### src/rtl/uart_byte_tx_if.sv
// Byte-transmit handshake bundle: upstream strobe/data in, serial line and status out.
interface uart_byte_tx_if;
  logic [7:0] tx_data;
  logic       in_flag;
  logic       tx;
  logic       busy;
  logic       out_flag;

  modport master (
    output tx_data,
    output in_flag,
    input  tx,
    input  busy,
    input  out_flag
  );

  modport slave (
    input  tx_data,
    input  in_flag,
    output tx,
    output busy,
    output out_flag
  );
endinterface

### src/rtl/uart_byte_tx.sv
// 8N1 serial byte transmitter, MAX_CNT clocks per bit, busy/done handshake.
// Define UART_TX_PARITY_EN to insert an even-parity bit between data and stop.
//
// state    | meaning
// ---------+------------------------------------------------------
// S_IDLE   | line high, waiting for in_flag
// S_START  | start bit (low)
// S_DATA   | data bits, LSB first, bit_idx_q selects the slot
// S_PARITY | even parity of the latched byte (parity build only)
// S_STOP   | stop bit (high); done pulse follows on return to idle
module uart_byte_tx #(
  parameter int unsigned MAX_CNT = 5000
) (
  input  logic           clk_i,
  input  logic           rst_i,
  uart_byte_tx_if.slave  bus
);

  localparam logic [20:0] CNT_LAST = 21'(MAX_CNT - 1);

`ifdef UART_TX_PARITY_EN
  typedef enum logic [2:0] {S_IDLE, S_START, S_DATA, S_PARITY, S_STOP} state_e;
`else
  typedef enum logic [1:0] {S_IDLE, S_START, S_DATA, S_STOP} state_e;
`endif

  state_e      state_q, state_d;
  logic [20:0] cnt_q, cnt_d;
  logic [2:0]  bit_idx_q, bit_idx_d;
  logic [7:0]  shift_q, shift_d;
  logic        tx_q, tx_d;
  logic        busy_q, busy_d;
  logic        out_flag_q, out_flag_d;
  logic        bit_end;
`ifdef UART_TX_PARITY_EN
  logic        parity_q, parity_d;
`endif

  assign bit_end = (cnt_q == CNT_LAST);

  always_ff @(posedge clk_i) begin
    if (rst_i) begin
      state_q    <= S_IDLE;
      cnt_q      <= '0;
      bit_idx_q  <= '0;
      shift_q    <= '0;
      tx_q       <= 1'b1;
      busy_q     <= 1'b0;
      out_flag_q <= 1'b0;
`ifdef UART_TX_PARITY_EN
      parity_q   <= 1'b0;
`endif
    end else begin
      state_q    <= state_d;
      cnt_q      <= cnt_d;
      bit_idx_q  <= bit_idx_d;
      shift_q    <= shift_d;
      tx_q       <= tx_d;
      busy_q     <= busy_d;
      out_flag_q <= out_flag_d;
`ifdef UART_TX_PARITY_EN
      parity_q   <= parity_d;
`endif
    end
  end

  // Outputs are registered, so tx_d carries the level of the slot being entered.
  always_comb begin
    state_d    = state_q;
    cnt_d      = cnt_q;
    bit_idx_d  = bit_idx_q;
    shift_d    = shift_q;
    tx_d       = tx_q;
    busy_d     = busy_q;
    out_flag_d = 1'b0;
`ifdef UART_TX_PARITY_EN
    parity_d   = parity_q;
`endif

    if (state_q != S_IDLE) begin
      cnt_d = bit_end ? 21'd0 : cnt_q + 21'd1;
    end

    unique case (state_q)
      S_IDLE: begin
        cnt_d  = '0;
        tx_d   = 1'b1;
        busy_d = 1'b0;
        if (bus.in_flag) begin
          shift_d   = bus.tx_data;
          bit_idx_d = '0;
          state_d   = S_START;
          tx_d      = 1'b0;
          busy_d    = 1'b1;
`ifdef UART_TX_PARITY_EN
          parity_d  = ^bus.tx_data;
`endif
        end
      end
      S_START: begin
        if (bit_end) begin
          state_d   = S_DATA;
          bit_idx_d = '0;
          tx_d      = shift_q[0];
        end
      end
      S_DATA: begin
        if (bit_end) begin
          shift_d = {1'b0, shift_q[7:1]};
          if (bit_idx_q == 3'd7) begin
`ifdef UART_TX_PARITY_EN
            state_d = S_PARITY;
            tx_d    = parity_q;
`else
            state_d = S_STOP;
            tx_d    = 1'b1;
`endif
          end else begin
            bit_idx_d = bit_idx_q + 3'd1;
            tx_d      = shift_q[1];
          end
        end
      end
`ifdef UART_TX_PARITY_EN
      S_PARITY: begin
        if (bit_end) begin
          state_d = S_STOP;
          tx_d    = 1'b1;
        end
      end
`endif
      S_STOP: begin
        if (bit_end) begin
          state_d    = S_IDLE;
          tx_d       = 1'b1;
          busy_d     = 1'b0;
          out_flag_d = 1'b1;
        end
      end
      default: begin
        state_d = S_IDLE;
        tx_d    = 1'b1;
        busy_d  = 1'b0;
      end
    endcase
  end

  assign bus.tx       = tx_q;
  assign bus.busy     = busy_q;
  assign bus.out_flag = out_flag_q;

endmodule

### src/flat_wrapper.sv
// flat-port wrapper written by rule: the top's interface ports become plain ports
module uart_byte_tx_flat 
#(
  parameter int unsigned MAX_CNT = 5000
)
  (clk_i, rst_i, bus_tx_data, bus_in_flag, bus_tx, bus_busy, bus_out_flag);
  uart_byte_tx_if bus_i ();
  input  logic clk_i;
  input  logic rst_i;
  input wire logic [$bits(bus_i.tx_data)-1:0] bus_tx_data;
  input wire logic [$bits(bus_i.in_flag)-1:0] bus_in_flag;
  output wire logic [$bits(bus_i.tx)-1:0] bus_tx;
  output wire logic [$bits(bus_i.busy)-1:0] bus_busy;
  output wire logic [$bits(bus_i.out_flag)-1:0] bus_out_flag;
  assign bus_i.tx_data = bus_tx_data;
  assign bus_i.in_flag = bus_in_flag;
  assign bus_tx = bus_i.tx;
  assign bus_busy = bus_i.busy;
  assign bus_out_flag = bus_i.out_flag;
  uart_byte_tx #(.MAX_CNT(MAX_CNT)) u_core (.clk_i(clk_i), .rst_i(rst_i), .bus(bus_i));
endmodule
### config.mk
export PLATFORM = sky130hd
export DESIGN_NAME = uart_byte_tx_flat
export DESIGN_NICKNAME = d
export VERILOG_FILES = /design/src/rtl/uart_byte_tx_if.sv /design/src/rtl/uart_byte_tx.sv /design/src/flat_wrapper.sv
export SDC_FILE = /design/constraint.sdc
export NUM_CORES = 1
export LEC_CHECK = 0
export ABC_AREA = 1
export BUFFER_PORTS_ARGS = -buffer_cell sky130_fd_sc_hd__buf_2
export CAP_MARGIN = 20
export CELL_PAD_IN_SITES_DETAIL_PLACEMENT = 1
export CELL_PAD_IN_SITES_GLOBAL_PLACEMENT = 1
export CORE_ASPECT_RATIO = 1.2
export CORE_MARGIN = 10
export CORE_UTILIZATION = 40
export DETAILED_ROUTE_END_ITERATION = 12
export PLACE_DENSITY = 0.79
export SYNTH_ARGS = -nofsm -noshare
export SYNTH_HDL_FRONTEND = slang
export SYNTH_SLANG_ARGS = --single-unit
### constraint.sdc
create_clock -name clk_i -period 1.7 [get_ports clk_i]
set_input_delay 0.17 -clock clk_i [delete_from_list [all_inputs] [get_ports clk_i]]
set_output_delay 0.17 -clock clk_i [all_outputs]
set_load 0.05 [all_outputs]
== Word-level counts from Yosys, hierarchy flattened ==
Cells that the tools add are included.
W data, S select, Z words.

* Logic and storage cells: 58
* Input port bits: 11
* Output and inout bits: 3
* Bits in registers: 37

* Add/sub/neg operators: 2
* Equal/unequal tests: 11
* Reductions and logical operators: 12
* Bitwise logic cells: 1
* Muxes and demuxes: 25

{| class="wikitable"
|+ Operators by type and width
! operator !! number
|-
| $add A21 B1 Y21 const B || 1
|-
| $eq A21 B13 Y1 const B || 1
|-
| $mux W21 || 1
|-
| $mux W8 || 2
|-
| $pmux W8 S2 || 1
|-
| $mux W3 || 4
|-
| $mux W2 || 5
|-
| $reduce_and A5 Y1 || 2
|-
| $pmux W3 S3 || 1
|-
| $mux W1 || 8
|-
| $ne A2 B1 Y1 const B || 4
|-
| $pmux W2 S4 || 1
|-
| $reduce_and A3 Y1 || 2
|-
| $reduce_bool A2 Y1 || 3
|-
| $eq A2 B2 Y1 const B || 2
|-
| $ne A2 B2 Y1 const B || 2
|-
| $pmux W1 S4 || 1
|-
| $reduce_or A2 Y1 || 2
|-
| $add A3 B1 Y3 const B || 1
|-
| $eq A3 B3 Y1 const B || 1
|-
| $reduce_bool A3 Y1 || 1
|-
| $eq A2 B1 Y1 const B || 1
|-
| $logic_not A2 Y1 || 1
|-
| $pmux W1 S2 || 1
|-
| 2 further kinds || 2
|}

== Depth between registers and ports, before layout ==
* Word-level depth: 4
* Gate-level depth with buffers: 11
* Mapped depth without buffers: 11

== Least setup slack after synthesis ==
OpenSTA, ideal clock, no wires.

* Path kind: flip-flop to flip-flop
* Start: reg u_core.state_q[0]
* End: reg u_core.shift_q[5]
* Period minus slack after synthesis: 1568 ps
* Required time: 1585 ps
* Setup time: 115 ps
* Path buffers: 1
* Path slack: 132 ps
* Stages on the path, launching flop included: 10
* Data arrival time: 1453 ps
* Cells stage by stage: dfxtp_1 inv_1 ha_1 inv_2 nor2_1 nor2_1 buf_6 nand3_1 nand2_1 nor2_1

* Word-level cells in the longest chain between the ends: 3
* Elaborated cells between the ends (all ways): 7
* Those cells by class: eq/ne: 3; mux: 1; reduce/logical: 3

{| class="wikitable"
|+ RTL lines
! item !! RTL line !! source
|-
| start, declared || uart_byte_tx.sv:27 || <nowiki>state_e state_q, state_d;</nowiki>
|-
| start signal, assigned || uart_byte_tx.sv:54 || <nowiki>state_q <= state_d;</nowiki>
|-
| $eq A2 B2 Y1 or $logic_not A2 Y1 (tied branches) || uart_byte_tx.sv:84 || <nowiki>unique case (state_q)</nowiki>
|-
| $ne A2 B1 Y1 (no source line) (tied with other cells) || -- ||
|-
| $reduce_and A3 Y1 (no source line) || -- ||
|-
| end signal, assigned || uart_byte_tx.sv:57 || <nowiki>shift_q <= shift_d;</nowiki>
|-
| end, declared || uart_byte_tx.sv:30 || <nowiki>logic [7:0] shift_q, shift_d;</nowiki>
|}

Parallel ways exist; a longest one is shown, timed or not.
A chain may end at the register's enable or synchronous reset.

== Worst setup path after layout ==
* Start: reg u_core.state_q[1]
* End: reg u_core.cnt_q[18]

* Word-level cells in the longest chain between the ends: 2
* Elaborated cells between the ends (all ways): 3
* Those cells by class: reduce/logical: 3

{| class="wikitable"
|+ RTL lines
! item !! RTL line !! source
|-
| $logic_not A2 Y1 || uart_byte_tx.sv:84 ||
|-
| $reduce_or A2 Y1 (no source line) || -- ||
|-
| end signal, assigned || uart_byte_tx.sv:55 || <nowiki>cnt_q <= cnt_d;</nowiki>
|-
| end, declared || uart_byte_tx.sv:28 || <nowiki>logic [20:0] cnt_q, cnt_d;</nowiki>
|}

Parallel ways exist; a longest one is shown, timed or not.

==> metrics.txt <==
status=complete, no violations; most frequent CP cell=inv_2; grt ovf=0; Max Buffers Root-to-Sink=2; DIE HEIGHT=around 100 um; DR WL/cell=about 14 um; Cells on Worst Hold Path=2; Syn-to-layout area delta=17.4%; Async S/R FF share, synth=0; met3 WL=between 100 and 150 um; critical-path maximum fanout=7; drt total wl=roughly 5400 um; crit path kind=flop to flop; CP max stage delay=about 330 ps; crit path time final=1570 ps; cell with the most instances after synthesis=nand2_1; critical path data arrival time=around 1800 ps; Met2 Wirelength=~3000 um; global-route wire length before repair=9150 um; area of the core=just under 5000 um^2; RSZ-0062 raised after global routing=yes; vias in the first global route=2039; worst-path cell with the longest stage delay=dfxtp_2; # diodes=0; Max IR drop VDD=a little over 0.6 mV; initial antenna violation count=0; FF-to-FF path depth=11; IO Port Bufs=13; placed inst area=between 2000 and 2500 um^2; critical path launch point type=flop; Routed Antenna Nets=0; I/O Pins=14; CTS clk-pin slew, worst paths=roughly 80 ps; max layer used=met4; latest clock arrival within the worst-skew pair=around 300 ps; Unique masters post-synth=32; Slew Viols, Final=0; CTS tree=done; cell taking the most area after synthesis=dfxtp_1; row cnt=28; Post-synth EDFFs=0; Max Clock Freq=around 640 MHz; clock sinks=37; routed vias/inst=just over 5; post-detail-place hpwl=around 4000 um; Placer Congestion=roughly 0.78; ys flop type=dfxtp_1; Leak Pwr=roughly 1.0 nW; Syn Area/Cell=slightly below 7 um^2; Die Width=about 86 um; clk_skew=roughly 5.9 ps; First-pass DRT Iterations=4; Tot GR Track Use=0.129; CTS Buf Count=5; Post-Syn Nets=319; yosys warns=0; largest net degree at the start of global routing=17; Initial Util=0.416; DR vias=roughly 2000; Hold Path Class=input pin to flop; residual DRC count=0; Layout Cells excl Fill=390; Critical Path End Type=flop; Seq cells post-synth=37; Final Cycle Share=0.923; CP required=approximately 1900 ps; fin area=2430 um^2; layout cells sized above 1=0.221; Pwr per Cell Area=1250 nW/um^2; Cell Chain, Critical Path=inv_1, ha_2, inv_2, buf_6, nand2_2, inv_2, nand3b_1, nor2_4, buf_4, a31oi_1, nor2_1; Slew @ Worst Pin=around 460 ps; Netlist Area Pre-Place=2070 um^2; Nets=348; DIE AREA=8470 um^2; most frequent cells after synthesis=69 x nand2_1, 55 x nor2_1, 37 x dfxtp_1, 31 x inv_1, 26 x nand3_1; Root Driver=clkbuf_8; FILL cells=658; final hold vios=0; Clock H-tree levels=2; cells after synthesis=~300; relative slew slack=0.695; Final Setup Violations=0; M1 WL=roughly 2300 um; sequential element share of the synthesized area=0.357; Synth area leaders=dfxtp_1 36%, nand2_1 13%, nor2_1 10%, nand3_1 6.3%, inv_1 5.6%; dpl cells=between 300 and 400; max_cap viols=0; initial drt markers=55; Synth top area share=0.357
cells in the final DEF (no fill, tap or decap):
| master | synthesis | routed |
|---|---|---|
| nor2_2 | 4 | 6 |
| dfxtp_2 | 0 | 4 |
| a21oi_1 | 21 | 21 |
| ha_2 | 0 | 2 |
| mux2i_1 | 6 | 6 |
| inv_2 | 3 | 4 |
| nor2_4 | 4 | 6 |
| nand2_8 | 0 | 1 |
| nand3_1 | 26 | 26 |
| nor3_2 | 0 | 2 |
| xnor2_1 | 1 | 1 |
| o21ai_2 | 1 | 2 |
| ha_1 | 7 | 5 |
| nand2_2 | 1 | 6 |
| a211oi_1 | 1 | 1 |
| nand3b_1 | 1 | 1 |
| nand4_1 | 6 | 6 |
| o21ai_0 | 5 | 4 |
| nand2_4 | 2 | 2 |
| buf_6 | 3 | 2 |
| inv_1 | 31 | 29 |
| a31oi_1 | 1 | 1 |
| nor3_1 | 5 | 3 |
| a21boi_0 | 1 | 1 |
| buf_2 | 0 | 13 |
| buf_4 | 2 | 13 |
| or2_2 | 1 | 1 |
| and2_1 | 1 | 1 |
| clkbuf_8 | 0 | 6 |
| clkbuf_1 | 1 | 1 |
| nor2_1 | 55 | 51 |
| o21bai_1 | 1 | 1 |
| dfxtp_1 | 37 | 33 |
| a21oi_2 | 1 | 1 |
| nand3_4 | 1 | 1 |
| inv_6 | 0 | 1 |
| nand2_1 | 69 | 64 |
| xor2_1 | 1 | 1 |
stage by stage:
step / hold WS [ps] / total power [mW] / utilization / setup TNS, ps / worst slack (ps)
finish: 92.4 / 3.04 / 0.489 / 0 / 130
global route: 76.3 / 3.29 / 0.489 / -59.8 / -24.1
CTS: 73.4 / 2.96 / 0.465 / 0 / 7.70
detailed placement: 392 / 2.29 / 0.446 / -2090 / -269
global placement: 386 / 2.25 / 0.446 / -1180 / -153
floorplan: 239 / 2.00 / - / 0 / 132
area by class of cell:
class	count	area [um^2]	area share
clock buffers	7	86.3	0.0355
repair buffers	28	185	0.0761
flip-flops and latches	37	746	0.307
inverters	34	133	0.0545
multi-input cells	224	1210	0.496
well taps	60	75.1	0.0309
timing repair:
action                                  CTS  global route
hold buffers                              0             0
setup buffers                             0             5
endpoints found under the setup margin   15            26
gates resized for setup                   3            26
cloned                                    0             1
pin swaps                                 1             8
critical path: cells and delay by family, from the launching register on:
family / cells / cell delay (ps)
DFF: 1 / 330
buffers and inverters: 5 / 430
adders and majority gates: 1 / 210
AOI/OAI and AO/OA: 1 / 70
and+or+nand+nor: 4 / 470
layer usage:
metal / vias to the layer above / GRT usage
li1: 1017 / -
met1: 941 / 0.139
met2: 23 / 0.234
met3: 10 / 0.0297
met4: 0 / 0.0508
met5: - / 0
flip-flops by register name, indices dropped and copies added (netlist names):
name / flops
u_core.bus.busy: 1
u_core.bit_idx_q: 3
u_core.cnt_q: 21
u_core.state_q: 2
u_core.shift_q: 8
u_core.bus.out_flag: 1
u_core.bus.tx: 1
cell families (layout without fill, tap and decap cells):
kind of cell	Yosys count	count (layout)	synth area share
AO/OA/AOI/OAI	32	32	0.0852
multiplexers	6	6	0.0290
XOR/XNOR	2	2	0.00846
buffers and inverters	41	69	0.0942
adder cells (fa/ha/maj)	7	7	0.0423
flip-flops	37	37	0.357
AND/OR/NAND/NOR	176	177	0.383
path summary, 6_finish.rpt:
kind                                  startpoint                            end  slack [ps]
hold / removal                             rst_i   u_core.bus.busy$_SDFFE_PP0P_          90
setup / recovery  u_core.state_q[1]$_SDFFE_PP0P_  u_core.cnt_q[18]$_SDFFE_PP0N_         130
hold reg to reg     u_core.cnt_q[0]$_SDFFE_PP0N_   u_core.cnt_q[0]$_SDFFE_PP0N_         420
setup reg to reg  u_core.state_q[1]$_SDFFE_PP0P_  u_core.cnt_q[18]$_SDFFE_PP0N_         130
report_power, final:
| group | switching (mW) | leakage [nW] | internal [mW] | total (mW) |
|---|---|---|---|---|
| logic | 0.779 | 0.655 | 0.518 | 1.30 |
| registers | 0.0737 | 0.303 | 1.01 | 1.09 |
| clock network | 0.330 | 0.0443 | 0.322 | 0.652 |
| total | 1.18 | 1.00 | 1.85 | 3.04 |
(Power assumes the default switching activity.)
